### config.mk
export PLATFORM = sky130hd
export DESIGN_NAME = muldiv_unit
export DESIGN_NICKNAME = d
export VERILOG_FILES = /design/src/rtl/muldiv_unit.sv
export SDC_FILE = /design/constraint.sdc
export NUM_CORES = 2
export LEC_CHECK = 0
export ABC_AREA = 1
export CAP_MARGIN = 15
export CORE_MARGIN = 2
export CORE_UTILIZATION = 40
export DETAILED_ROUTE_END_ITERATION = 16
export HOLD_SLACK_MARGIN = 0.06
export PLACE_DENSITY = 0.56
export SKIP_CTS_REPAIR_TIMING = 1
export SYNTH_ARGS = -nofsm -noshare
export SYNTH_HDL_FRONTEND = slang
export SYNTH_SLANG_ARGS = --single-unit
### constraint.sdc
create_clock -name clk -period 10 [get_ports clk]
set_input_delay 2 -clock clk [delete_from_list [all_inputs] [get_ports clk]]
set_output_delay 2 -clock clk [all_outputs]
set_load 0.1 [all_outputs]
### src/rtl/muldiv_unit.sv
// muldiv_unit: multi-cycle mult/multu/div/divu unit for the HI/LO path.
// Optional macro MULDIV_DIV0_FASTPATH_EN: divide by zero completes in one cycle.
module muldiv_unit #(
  parameter int WIDTH      = 32,
  parameter int MUL_STAGES = 2
) (
  input  logic             clk,
  input  logic             resetn,
  input  logic             start,
  input  logic [7:0]       op,
  input  logic [WIDTH-1:0] a,
  input  logic [WIDTH-1:0] b,
  input  logic             annul,
  output logic             busy,
  output logic             stall_req,
  output logic             done,
  output logic [WIDTH-1:0] hi,
  output logic [WIDTH-1:0] lo,
  output logic             div0
);

  localparam logic [7:0] OP_MULT  = 8'b0001_1000;
  localparam logic [7:0] OP_MULTU = 8'b0001_1001;
  localparam logic [7:0] OP_DIV   = 8'b0001_1010;
  localparam logic [7:0] OP_DIVU  = 8'b0001_1011;

  localparam int CW   = $clog2(WIDTH) + 1;
  localparam int MCNT = (MUL_STAGES > 1) ? MUL_STAGES - 2 : 0;

  typedef enum logic [2:0] {
    IDLE, MUL, DIV, FIX, DONE
  } state_t;

  state_t state, nxt;

  logic             op_mul, op_div, op_sgn, op_ok;
  logic             accept, b_zero;
  logic [2*WIDTH-1:0] ea, eb, prod;
  logic [WIDTH-1:0] a_mag, b_mag;
  logic [WIDTH-1:0] st_r, st_q, st_d;
  logic [2*WIDTH-1:0] st_o;

  logic             mul_q, sgn_q, bsgn_q, div0_q;
  logic [WIDTH-1:0] a_q, rem_q, quo_q, dvsr_q;
  logic [WIDTH-1:0] div_hi_q, div_lo_q;
  logic [WIDTH-1:0] hi_q, lo_q;
  logic [CW-1:0]    cnt_q;
  logic [2*WIDTH-1:0] pipe [MUL_STAGES];
  logic [2*WIDTH-1:0] pipe_last;
  logic [WIDTH-1:0] res_hi, res_lo;
  logic             neg_q, neg_r;

  function automatic logic [2*WIDTH-1:0] div_step(
    input logic [WIDTH-1:0] r,
    input logic [WIDTH-1:0] q,
    input logic [WIDTH-1:0] d
  );
    logic [WIDTH:0] sh;
    logic [WIDTH:0] df;
    logic [2*WIDTH-1:0] res;
    sh = {r, q[WIDTH-1]};
    df = sh - {1'b0, d};
    if (df[WIDTH])
      res = {sh[WIDTH-1:0], q[WIDTH-2:0], 1'b0};
    else
      res = {df[WIDTH-1:0], q[WIDTH-2:0], 1'b1};
    return res;
  endfunction

  assign op_mul = (op == OP_MULT) || (op == OP_MULTU);
  assign op_div = (op == OP_DIV) || (op == OP_DIVU);
  assign op_sgn = (op == OP_MULT) || (op == OP_DIV);
  assign op_ok  = op_mul || op_div;
  assign b_zero = (b == '0);
  assign accept = start && op_ok && !annul &&
                  (state == IDLE || state == DONE);

  assign ea    = op_sgn ? {{WIDTH{a[WIDTH-1]}}, a} : {{WIDTH{1'b0}}, a};
  assign eb    = op_sgn ? {{WIDTH{b[WIDTH-1]}}, b} : {{WIDTH{1'b0}}, b};
  assign prod  = ea * eb;
  assign a_mag = (op_sgn && a[WIDTH-1]) ? -a : a;
  assign b_mag = (op_sgn && b[WIDTH-1]) ? -b : b;

  assign neg_q = sgn_q && (a_q[WIDTH-1] ^ bsgn_q);
  assign neg_r = sgn_q && a_q[WIDTH-1];
  assign pipe_last = pipe[MUL_STAGES-1];

  // Shared divide step: first step runs on the start edge from raw inputs
  always_comb begin
    st_r = '0;
    st_q = a_mag;
    st_d = b_mag;
    if (state == DIV) begin
      st_r = rem_q;
      st_q = quo_q;
      st_d = dvsr_q;
    end
    st_o = div_step(st_r, st_q, st_d);
  end

  // State register
  always_ff @(posedge clk) begin
    if (!resetn) state <= IDLE;
    else         state <= nxt;
  end

  // Next-state logic; annul always returns to IDLE
  always_comb begin
    nxt = state;
    unique case (state)
      IDLE, DONE: begin
        nxt = IDLE;
        if (accept) begin
          if (op_mul) begin
            nxt = (MUL_STAGES == 1) ? DONE : MUL;
          end else begin
            nxt = DIV;
`ifdef MULDIV_DIV0_FASTPATH_EN
            if (b_zero) nxt = DONE;
`endif
          end
        end
      end
      MUL: begin
        if (annul)              nxt = IDLE;
        else if (cnt_q == '0)   nxt = DONE;
      end
      DIV: begin
        if (annul)              nxt = IDLE;
        else if (cnt_q == '0)   nxt = FIX;
      end
      FIX: nxt = annul ? IDLE : DONE;
      default: nxt = IDLE;
    endcase
  end

  // Outputs: result is shown live in DONE, held registers otherwise
  always_comb begin
    busy      = (state == MUL) || (state == DIV) || (state == FIX);
    stall_req = busy || (start && op_ok && !annul);
    done      = (state == DONE) && !annul;
    res_hi    = mul_q ? pipe_last[2*WIDTH-1:WIDTH] : div_hi_q;
    res_lo    = mul_q ? pipe_last[WIDTH-1:0] : div_lo_q;
    hi        = done ? res_hi : hi_q;
    lo        = done ? res_lo : lo_q;
    div0      = done && div0_q;
  end

  // Datapath: operand latch, product pipe, divide iterations, sign fixup
  always_ff @(posedge clk) begin
    if (!resetn) begin
      mul_q    <= 1'b0;
      sgn_q    <= 1'b0;
      bsgn_q   <= 1'b0;
      div0_q   <= 1'b0;
      a_q      <= '0;
      rem_q    <= '0;
      quo_q    <= '0;
      dvsr_q   <= '0;
      div_hi_q <= '0;
      div_lo_q <= '0;
      hi_q     <= '0;
      lo_q     <= '0;
      cnt_q    <= '0;
      for (int i = 0; i < MUL_STAGES; i++) pipe[i] <= '0;
    end else begin
      for (int i = 1; i < MUL_STAGES; i++) pipe[i] <= pipe[i-1];
      if (accept) begin
        mul_q          <= op_mul;
        sgn_q          <= op_sgn;
        a_q            <= a;
        bsgn_q         <= b[WIDTH-1];
        dvsr_q         <= st_d;
        {rem_q, quo_q} <= st_o;
        div0_q         <= 1'b0;
        cnt_q          <= op_mul ? CW'(MCNT) : CW'(WIDTH - 2);
        if (op_mul) pipe[0] <= prod;
`ifdef MULDIV_DIV0_FASTPATH_EN
        if (op_div && b_zero) begin
          div_hi_q <= a;
          div_lo_q <= '1;
          div0_q   <= 1'b1;
        end
`endif
      end else begin
        case (state)
          MUL: cnt_q <= cnt_q - CW'(1);
          DIV: begin
            {rem_q, quo_q} <= st_o;
            cnt_q          <= cnt_q - CW'(1);
          end
          FIX: begin
            if (dvsr_q == '0) begin
              div_hi_q <= a_q;
              div_lo_q <= '1;
              div0_q   <= 1'b1;
            end else begin
              div_hi_q <= neg_r ? -rem_q : rem_q;
              div_lo_q <= neg_q ? -quo_q : quo_q;
              div0_q   <= 1'b0;
            end
          end
          default: ;
        endcase
      end
      if (done) begin
        hi_q <= hi;
        lo_q <= lo;
      end
    end
  end

endmodule

==> impl_metrics.toml <==
[detailed_routing]
wl_per_cell_um = 21.7
dr.pass1.iters = 6
drt_wl_total_um = 262000
drt-vias-per-instance = 4.96
drt_iter0_markers = 4611
postRouteAntennaNets = 0
drc = 0
vias = 60100

[logic_synthesis]
synth_top_family_by_area = "adder cells"
synth_xor_area_share_pct = 1.37
yosysSeqAreaShare_pct = 13.0
synthesis.area_um2 = 70800
synthTopCellsByArea = "fa_1, inv_1, nand2_1, dfxtp_1, ha_1"
async_flop_share_pct = 0
synth_edf_count = 128
synth_cells = 8903
synth.distinct_cells = 72
synth.mux.area_fraction_pct = 0.473
yosys.area_share.simple_pct = 16.1
ys_seq_elements = 397
synth_flop_cell = "dfxtp_1"
ys_warn_count = 0
syn_area_per_cell_um2 = 7.96
synth_compound_gate_area_share_pct = 7.20
synth_largest_area_cell = "fa_1"
synthAdderAreaFrac_pct = 46.2
synth.top_cell.area_share_pct = 39.9

[final_layout]
stdcell_area_um2 = 85700
area_growth_pct = 21.0
top_register = "pipe"
final_cell_mix = "inv_1, nand2_1, fa_1"
layout_commonest_cell = "inv_1"
nets = 11600
largest_register_ffs = 128
final_cells = 12100
fillCellCount = 17400
final_layout_size_suffix_gt1_share_pct = 17.1

[global_route]
grt_max_degree = 91
grt_use_total_pct = 29.4
antenna_found_initial = 22
overflow = 0
grt_pass1_vias = 62800
grt_first_pass_wirelength_um = 396000

[placed_design]
gp_congestion = 0.982
dpl.cell_count = 12000
portBuffers = 143
hpwl_um = 225000
place_area_um2 = 82000

[min_path]
min_path_type = "register to register"
holdPathStages = 2
whs_endpoint = "a_q[16]"
min_from = "a_q[16]"

[sta]
period_needed_ns = 10.37
finalHoldViolCount = 0
finClkSkew_ns = 0.0471
layout_setup_ws_ns = -0.375
relSlewSlack_pct = 17.5
rsz0062_at_grt = "true"
tightest_slew_ns = 1.24
finalSetupViolations = 22
slew_viol_final = 0
fin_crit_sh_pct = 104
fmax_ghz = 0.0964

[cts]
cts_tree = "done"
worstSkewPairLatency_ns = 0.62
cts_max_path_buffers = 3
clock_sinks = 397
clkTransAtPathRegs_ns = 0.06
cts-root-buf = "clkbuf_16"
numCtsBuffers = 47
h-tree-depth = 2

[setup_path]
r2r_start = "state[2]"
endpoint_kind = "register"
startpoint_type = "input pin"
rr_endpoint = "rem_q[31]"
critPathMaxFanout = 8
cp_data_arrival_time_ns = 10.72
slowest_stage = "fa_2"
ff2ff_setup_slack_ns = 4.93
reg2regPathDepth = 18
worstPathRequired_ns = 10.35
cp_common_cell = "fa_1"
crit_type = "input pin to register"
slowest_delay_ns = 0.64

[floorplan]
initial_core_util_pct = 40.2
ios = 144
dieArea_um2 = 180000
core_area_um2 = 176000
placementRows = 154
die_height_um = 425
dieWidth_um = 425

[run]
cap_violations = 0

[status]
violations = "setup timing"
status = "complete, but fails checks"
## worst max-delay path by stage
stage	cells past startpoint	end	startpoint
4_1_cts	34	pipe[0][54]	op[3]
6_report	34	pipe[0][40]	op[5]
3_5_place_dp	34	pipe[0][54]	op[3]
3_3_place_gp	35	pipe[0][43]	op[2]
2_1_floorplan	36	pipe[0][53]	op[6]
5_1_grt	38	pipe[0][61]	op[2]
## synthesized netlist by cell type, types with 14 or more instances
cell / count
o21ai_1: 22
inv_1: 2522
nor2_1: 521
o21bai_1: 19
or2_2: 68
nand4_1: 23
dfxtp_1: 269
ha_1: 355
or2_0: 14
o21ai_0: 357
buf_1: 117
o21a_1: 24
o22ai_1: 41
nor3_1: 55
xor2_1: 70
mux2_2: 28
buf_2: 35
nand3_1: 174
xnor2_1: 41
a31oi_1: 43
edfxtp_1: 128
nor4_1: 24
a21oi_1: 297
clkbuf_1: 237
nand2_2: 20
nand2_1: 1801
fa_1: 1413
## critical path: cells and delay by family
kind	cells	cell delay, ns
and+or+nand+nor	5	0.51
adders and majority gates	11	5.44
buffers and inverters	12	1.60
AOI/OAI and AO/OA	6	1.16
## metal layers
| metal | share of wire (%) | vias to the layer above | GRT usage (%) |
|---|---|---|---|
| li1 | - | 27500 | - |
| met1 | 41 | 30300 | 37.6 |
| met2 | 49 | 1821 | 51.5 |
| met3 | 5.1 | 416 | 2.47 |
| met4 | 5.0 | 8 | 11.3 |
| met5 | 0.021 | - | 0 |
## logic make-up (layout without fill, tap and decap cells)
| group | after synthesis | after routing |
|---|---|---|
| buf+inv | 2931 | 3733 |
| simple gates | 2760 | 2760 |
| fa+ha+maj | 1768 | 1768 |
| compound gates | 905 | 905 |
| flops | 397 | 397 |
| xor+xnor | 111 | 111 |
| mux | 30 | 30 |
| other cells | 1 | 75 |
## area by class of cell
class                           count  area, um^2  area share (%)
Inverter                         2535        9540            11.1
Clock buffer                       62        1350            1.57
Timing Repair Buffer             1110        9880            11.5
Clock inverter                     26         253           0.295
Sequential cell                   397        9230            10.8
Antenna cell                       11        27.5          0.0321
Tap cell                         2340        2930            3.42
Multi-Input combinational cell   5638       52500            61.3
## through the flow
step,setup TNS [ns],utilization (%),setup WS [ns],hold WS (ns)
3_3_place_gp,-41.23,46.6,-1.43,0.437
2_1_floorplan,-0.000276,-,-0.000276,0.424
5_1_grt,-11.25,48.7,-0.532,0.473
6_report,-4.20,48.7,-0.375,0.450
4_1_cts,-16.28,47.5,-0.868,0.449
3_5_place_dp,-42.61,46.6,-1.49,0.440
Power is not shown: default switching activity piles up to over one toggle a cycle in this logic, so the estimate is an artifact.
